==> config.mk <==
export PLATFORM = sky130hd
export DESIGN_NAME = hiscore_ram_arbiter
export DESIGN_NICKNAME = d
export VERILOG_FILES = /design/src/rtl/slapfight_pkg.sv /design/src/rtl/hiscore_ram_arbiter_window.sv /design/src/rtl/hiscore_ram_arbiter.sv
export SDC_FILE = /design/constraint.sdc
export NUM_CORES = 1
export LEC_CHECK = 0
export ABC_AREA = 1
export CAP_MARGIN = 20
export CORE_AREA = 2 2 63 65
export DETAILED_ROUTE_END_ITERATION = 8
export DIE_AREA = 0 0 65 67
export PLACE_DENSITY = 0.84
export SLEW_MARGIN = 20
export SYNTH_ARGS = -nofsm -noshare
export SYNTH_HDL_FRONTEND = slang
export SYNTH_HIERARCHICAL = 1
export SYNTH_SLANG_ARGS = --single-unit
==> constraint.sdc <==
create_clock -name clk_sys -period 2.9 [get_ports clk_sys]
set_input_delay 0.435 -clock clk_sys [delete_from_list [all_inputs] [get_ports clk_sys]]
set_output_delay 0.435 -clock clk_sys [all_outputs]
set_load 0.05 [all_outputs]
==> src/rtl/slapfight_pkg.sv <==
// Shared types and default geometry for the slapfight work-RAM hiscore path.
package slapfight_pkg;

  typedef enum logic [2:0] {
    IDLE,
    DRAIN,
    GRANT,
    RD_WAIT,
    RELEASE
  } hs_state_e;

  localparam int          ADDR_W_DEF   = 11;
  localparam logic [15:0] RAM_BASE_DEF = 16'hC000;
  localparam int          HOLDOFF_DEF  = 16;

endpackage

==> src/rtl/hiscore_ram_arbiter_window.sv <==
// Decodes a hiscore CPU-space address into a RAM offset and window hit.
module hs_addr_window
  import slapfight_pkg::*;
#(
  parameter int          ADDR_W = ADDR_W_DEF,
  parameter logic [15:0] BASE   = RAM_BASE_DEF
) (
  input  logic [15:0]       addr_i,
  output logic [ADDR_W-1:0] offset_o,
  output logic              in_window_o
);

  localparam logic [16:0] SIZE = 17'd1 << ADDR_W;

  logic [15:0] off;

  // 16-bit wrap: addresses below BASE land far outside the window
  assign off         = addr_i - BASE;
  assign offset_o    = off[ADDR_W-1:0];
  assign in_window_o = {1'b0, off} < SIZE;

endmodule

==> src/rtl/hiscore_ram_arbiter.sv <==
// Work-RAM arbiter: CPU normally owns the RAM, hiscore engine borrows it
// only while the CPU is paused, with a CPU run interval between grants.
module hiscore_ram_arbiter
  import slapfight_pkg::*;
#(
  parameter int          ADDR_W   = ADDR_W_DEF,
  parameter logic [15:0] RAM_BASE = RAM_BASE_DEF,
  parameter int          HOLDOFF  = HOLDOFF_DEF
) (
  input  logic              clk_sys,
  input  logic              reset,
  input  logic [ADDR_W-1:0] cpu_addr,
  input  logic              cpu_cs,
  input  logic              cpu_we,
  input  logic [7:0]        cpu_wdata,
  output logic [7:0]        cpu_rdata,
  input  logic              hs_req,
  input  logic [15:0]       hs_address,
  input  logic              hs_rd,
  input  logic              hs_write,
  input  logic [7:0]        hs_data_in,
  output logic [7:0]        hs_data_out,
  output logic              hs_rvalid,
  output logic              hs_grant,
  output logic              pause_req,
  input  logic              cpu_paused,
  output logic [ADDR_W-1:0] ram_addr,
  output logic              ram_we,
  output logic [7:0]        ram_wdata,
  input  logic [7:0]        ram_rdata,
  output logic              conflict
);

  localparam int HW = $clog2(HOLDOFF + 1);

  hs_state_e         state_q;
  logic [HW-1:0]     hold_q;
  logic              rvalid_q;
  logic [7:0]        dout_q;
  logic              conflict_q;
  logic              rd_win_q;
  logic [ADDR_W-1:0] hs_off;
  logic              hs_win;

  hs_addr_window #(
    .ADDR_W (ADDR_W),
    .BASE   (RAM_BASE)
  ) u_win (
    .addr_i      (hs_address),
    .offset_o    (hs_off),
    .in_window_o (hs_win)
  );

  assign hs_grant  = (state_q == GRANT) || (state_q == RD_WAIT);
  assign pause_req = (state_q == DRAIN) || hs_grant;

  assign cpu_rdata   = ram_rdata;
  assign hs_data_out = dout_q;
  assign hs_rvalid   = rvalid_q;
  assign conflict    = conflict_q;

  always_comb begin
    ram_addr  = cpu_addr;
    ram_we    = cpu_cs & cpu_we;
    ram_wdata = cpu_wdata;
    if (hs_grant) begin
      ram_addr  = hs_off;
      ram_we    = (state_q == GRANT) & hs_write & hs_win;
      ram_wdata = hs_data_in;
    end
  end

  always_ff @(posedge clk_sys) begin
    if (reset) begin
      state_q    <= IDLE;
      hold_q     <= '0;
      rvalid_q   <= 1'b0;
      dout_q     <= 8'h00;
      conflict_q <= 1'b0;
      rd_win_q   <= 1'b0;
    end else begin
      rvalid_q <= 1'b0;
      if (cpu_cs && hs_grant)
        conflict_q <= 1'b1;
      unique case (state_q)
        IDLE: begin
          if (hold_q != '0)
            hold_q <= hold_q - HW'(1);
          else if (hs_req)
            state_q <= DRAIN;
        end
        DRAIN: begin
          if (!hs_req)
            state_q <= IDLE;
          else if (cpu_paused && !cpu_cs)
            state_q <= GRANT;
        end
        GRANT: begin
          // a write strobe wins and swallows a coincident read
          if (hs_write) begin
            state_q <= GRANT;
          end else if (hs_rd) begin
            rd_win_q <= hs_win;
            state_q  <= RD_WAIT;
          end else if (!hs_req) begin
            state_q <= RELEASE;
          end
        end
        RD_WAIT: begin
          dout_q   <= rd_win_q ? ram_rdata : 8'hFF;
          rvalid_q <= 1'b1;
          state_q  <= GRANT;
        end
        RELEASE: begin
          hold_q  <= HW'(HOLDOFF);
          state_q <= IDLE;
        end
        default: state_q <= IDLE;
      endcase
    end
  end

endmodule

# After elaboration in Yosys (flattened, before gate mapping)
# Cells that the tools add are included.
[totals]
inputBits = 59
rom_bits = 0
reg_bits = 19
word_cells = 48
latchBits = 0
out_inout_bits = 40
ram_bits = 0
memories = 0
[classes]
n_eq_ne = 9
order_cmp = 1
n_bitwise = 4
add_sub_neg = 2
mux = 15
shift = 0
n_reduce_logical = 11
div_mod_pow = 0
n_mul = 0
[op_table]
columns = ["op", "count"]
rows = [
  ["$mux 3", 7],
  ["$lt 16x12->1 const B", 1],
  ["$mux 8", 2],
  ["$sub 16x16->16 const B", 1],
  ["$pmux 3 s4", 1],
  ["$mux 11", 1],
  ["$pmux 5 s2", 1],
  ["$eq 3x2->1 const B", 2],
  ["$ne 2x2->1 const B", 3],
  ["$mux 5", 1],
  ["$reduce_bool 5->1", 1],
  ["$sub 5x1->5 const B", 1],
  ["$ne 4x4->1 const B", 1],
  ["$reduce_and 4->1", 1],
  ["$and 1x1->1", 3],
  ["$eq 3x1->1 const B", 1],
  ["$eq 3x3->1 const B", 1],
  ["$logic_not 3->1", 1],
  ["$ne 3x2->1 const B", 1],
  ["$reduce_and 3->1", 1],
  ["$logic_and 1x1->1", 2],
  ["$logic_or 1x1->1", 2],
  ["$mux 1", 2],
  ["$reduce_and 2->1", 1],
  ["other kinds (3)", 3],
]

# Longest topological paths before layout
[depth]
word_depth = 5
mapped_depth = 9
ltp_nobuf = 9

# Cells and area by module
# The synthesis kept the hierarchy.
[by_module_without_submodules]
columns = ["module", "instances", "cells_per_inst", "area_per_inst_um2"]
rows = [
  ["hiscore_ram_arbiter", 1, 195, 1168.6],
  ["hs_addr_window", 1, 17, 106.4],
]

# Worst setup path after synthesis
# Ideal clock, no wire load.
[synth_path]
kind = "register -> output"
start = "reg state_q[1]"
end = "out ram_addr[3]"
setup_slack_ns = 1.104
t_arrival_ns = 1.361
path_stages_with_launch = 6
path_cell_list = "dfxtp_1 -> inv_2 -> nor2_1 -> buf_2 -> nand2_1 -> nand2_1"
[synth_via]
elab_chain_len = 3
word_cells_on_any_way = 4
cone_classes = "eq/ne: 2; mux: 1; reduce/logical: 1"
[synth_rtl]
columns = ["item", "line", "source"]
rows = [
  ["from (decl)", "hiscore_ram_arbiter.sv:36", "hs_state_e state_q;"],
  ["from (signal assigned)", "hiscore_ram_arbiter.sv:75", "state_q <= IDLE;"],
  ["from (signal assigned)", "hiscore_ram_arbiter.sv:90", "state_q <= DRAIN;"],
  ["from (signal assigned)", "hiscore_ram_arbiter.sv:94", "state_q <= IDLE;"],
  ["$eq 3x2->1", "hiscore_ram_arbiter.sv:54", "assign hs_grant = (state_q == GRANT) || (state_q == RD_WAIT);"],
  ["$logic_or 1x1->1 (*)", "hiscore_ram_arbiter.sv:54", ""],
  ["net hs_grant", "hiscore_ram_arbiter.sv:24", "output logic hs_grant,"],
  ["$mux 11 (*)", "hiscore_ram_arbiter.sv:66", "if (hs_grant) begin"],
  ["to (decl)", "hiscore_ram_arbiter.sv:27", "output logic [ADDR_W-1:0] ram_addr,"],
]
# The timed path passes the listed nets; every way through them passes the cells marked *.

# Final worst setup path
[layout_path]
start = "reg state_q[2]"
end = "out ram_we"
[layout_via]
elab_chain_len = 4
word_cells_on_any_way = 6
cone_classes = "eq/ne: 2; mux: 1; bitwise: 2; reduce/logical: 1"
[layout_rtl]
columns = ["item", "line", "source"]
rows = [
  ["$eq 3x2->1", "hiscore_ram_arbiter.sv:54, hiscore_ram_arbiter.sv:68", ""],
  ["$and 1x1->1 (2 in a row)", "hiscore_ram_arbiter.sv:68", "ram_we = (state_q == GRANT) & hs_write & hs_win;"],
  ["$mux 1 (*)", "hiscore_ram_arbiter.sv:66", ""],
  ["to (decl)", "hiscore_ram_arbiter.sv:28", "output logic ram_we,"],
]
# Mark *: on every way between the ends. The rest lies on a longest branch, timed or not.

==> results.py <==
metrics = {
    "timing": {
        "tns_ns": 0,
        "drv_slew": 0,
        "setup_viol": 0,
        "finalHoldViolCount": 0,
        "fmax_mhz": 399.3,
        "fin_crit_ns": 2.505,
        "period_share": 0.8637,
        "rsz0062_at_grt": "no",
        "worst-slew-pin-transition_ns": 0.5145,
        "skew_ns": 0.003262,
        "relSlewSlack": 0.6559,
    },
    "detailed_routing": {
        "vias": 1527,
        "first_pass_iters": 4,
        "wire_per_inst_um": 10.48,
        "viasPerCell": 4.478,
        "route.met3.wl_um": 387,
        "drcViolationCount": 0,
        "met1Wirelength_mm": 1.319,
        "route.met2.wl_mm": 1.793,
        "top_layer": "met4",
        "routed_wl_mm": 3.573,
        "initialDrtViolationCount": 34,
        "ant_nets": 0,
    },
    "placement": {
        "post_dp_cell_area_um2": 2122,
        "gp_congestion": 0.7379,
        "hpwl_mm": 3.001,
        "portBuffers": 98,
    },
    "grt": {
        "grt_pass1_vias": 1500,
        "grt_pass1_wl_mm": 5.940,
        "grt_antenna_before_repair": 0,
        "grt_max_degree": 22,
        "grt_use_total": 0.1702,
        "grt_overflow": 0,
    },
    "critical_path": {
        "cp-end-kind": "output port",
        "path_class": "reg2out",
        "arrival_ns": 2.07,
        "start_kind": "flop",
        "crit_fanout": 21,
        "required_ns": 2.47,
    },
    "logic_synthesis": {
        "synth.most_common_cell": "nand2_1",
        "synth_top_family_by_area": "simple AND/OR/NAND/NOR gates",
        "yosysSeqAreaShare": 0.2983,
        "ys_ff_latch": 19,
        "synth_top_cells_by_area": "dfxtp_1 30%, nand2_1 23%, buf_4 11%",
        "synth_common_cells": "77 x nand2_1, 23 x nor2_1, 19 x buf_4, 19 x dfxtp_1, 17 x inv_1",
        "netlist_area_um2": 1275,
        "synth.top_cell.area_share": 0.2983,
        "synthesis.instances": 212,
        "muxShareOfSynthArea": 0,
        "yosys.area_share.simple": 0.4063,
        "yosys.area.top_type": "dfxtp_1",
        "synth-compound-area-share": 0.07949,
        "async_flop_share": 0,
        "yosys_warnings": 6,
        "synth-edff-count": 0,
        "synth_xor_area_frac": 0.01374,
        "syn_avg_cell_area_um2": 6.014,
        "ys_types": 23,
        "synth_nets": 272,
        "synth_top_flop_cell": "dfxtp_1",
        "synth_fa_ha_area_frac": 0.009814,
    },
    "cells_and_area": {
        "design_area_um2": 2167,
        "diodes": 0,
        "syn2layout_area_growth_pct": 69.97,
        "nets": 354,
        "drive_gt1_frac": 0.1195,
        "fillers": 335,
    },
    "power_and_ir_drop": {
        "p_per_area_nw_per_um2": 529.1,
        "ir_drop_v": 0.0003208,
        "leakagePower_nw": 1.028,
    },
    "clock_tree": {
        "cts_sinks": 19,
        "clock_latency_ns": 0.25,
        "cts_hold_buf": 0,
        "cts_resized": 0,
        "cts_tree": "built",
        "numCtsBuffers": 3,
        "clk_pin_slew_ns": 0.07,
        "cts_setup_buffers": 0,
        "cts_max_level": 1,
        "cts_root_buffer": "clkbuf_8",
        "clock_path_buffers": 2,
    },
    "die": {
        "die_area_um2": 4355,
        "start_util": 0.3536,
        "die_h_um": 67,
        "io_pins": 99,
        "die_w_um": 65,
        "coreArea_um2": 3606,
        "rows": 22,
    },
    "hold_path": {
        "worstHoldPathType": "reg2reg",
    },
    "flow_run": {
        "cap_violations": 0,
    },
    "run_status": {
        "status": "finished, final reports clean",
    },
}
-- state kept, by name, summed over array words and instances, names as in the netlist --
register	flops
rd_win_q	1
conflict	1
hold_q	5
hs_data_out	8
state_q	3
hs_rvalid	1
-- cell usage in the layout, fill, tap and decap left out --
cell type	n
nand2_1	77
inv_1	17
dfxtp_1	19
clkinv_1	1
and2_1	1
a21oi_1	5
clkdlybuf4s50_1	78
nand2_2	2
nand3b_1	1
inv_2	3
nor3_1	10
o21ai_0	11
clkbuf_1	1
nor2_1	23
o211ai_1	1
ha_1	1
clkbuf_8	3
nor2_2	4
nand3_1	7
o21a_1	1
buf_4	23
o22ai_1	1
xor2_1	2
nand4_1	1
-- worst max-delay path: stages (launching register included) --
cell and delay (ns):
dfxtp_1 0.43, inv_1 0.08, nand2_1 0.09, buf_4 0.24, nand3_1 0.10, nand2_1 0.07, clkdlybuf4s50_1 0.80
-- per-layer routing --
layer,vias to the layer above,track usage
li1,797,-
met1,652,0.1602
met2,69,0.3402
met3,9,0.05068
met4,0,0.06649
met5,-,0
-- cell families (layout without fill, tap and decap cells) --
kind of cell / Yosys count / in the layout
flip-flops: 19 / 19
AND/OR/NAND/NOR: 126 / 126
adder cells (fa/ha/maj): 1 / 1
AO/OA/AOI/OAI: 19 / 19
buffers and inverters: 45 / 126
XOR/XNOR: 2 / 2
-- area by class of cell --
type	instances	area (um2)	area share
flip-flops and latches	19	380.4	0.1755
clock buffers	4	45.04	0.02079
repair buffers	101	953.4	0.4400
inverters	21	78.83	0.03637
multi-input cells	148	649.4	0.2997
well taps	48	60.06	0.02771
-- metrics by stage --
stage / util / power (mW) / hold WS [ns] / std cells / setup WS [ns]
finish: 0.6010 / 1.147 / 0.4694 / 341 / 0.3953
detailed placement: 0.5885 / 0.9791 / 0.4574 / 337 / 0.4038
CTS: 0.6010 / 1.156 / 0.4727 / 341 / 0.3955
floorplan: - / 0.7715 / 0.4435 / 212 / 1.104
global placement: 0.5885 / 0.9655 / 0.4474 / 337 / 0.4419
global route: 0.6010 / 1.231 / 0.4914 / 341 / 0.2518
-- report_power, final --
part	total [mW]	internal, mW	switching (mW)
Combinational	0.653	0.248	0.404
Clock	0.178	0.0975	0.0800
Sequential	0.317	0.291	0.0254
Total	1.15	0.637	0.509
-- worst paths after layout --
kind                            cells after the start                     end                    start  slack [ns]
worst max-delay path                                6                  ram_we  state_q[2]$_SDFFE_PP0P_        0.40
worst min-delay path                                1   conflict$_SDFFE_PP0P_    conflict$_SDFFE_PP0P_        0.47
worst max register to register                      7  hold_q[1]$_SDFFE_PP0P_  state_q[0]$_SDFFE_PP0P_        1.63
worst min register to register                      1   conflict$_SDFFE_PP0P_    conflict$_SDFFE_PP0P_        0.47
(Power assumes the default switching activity.)
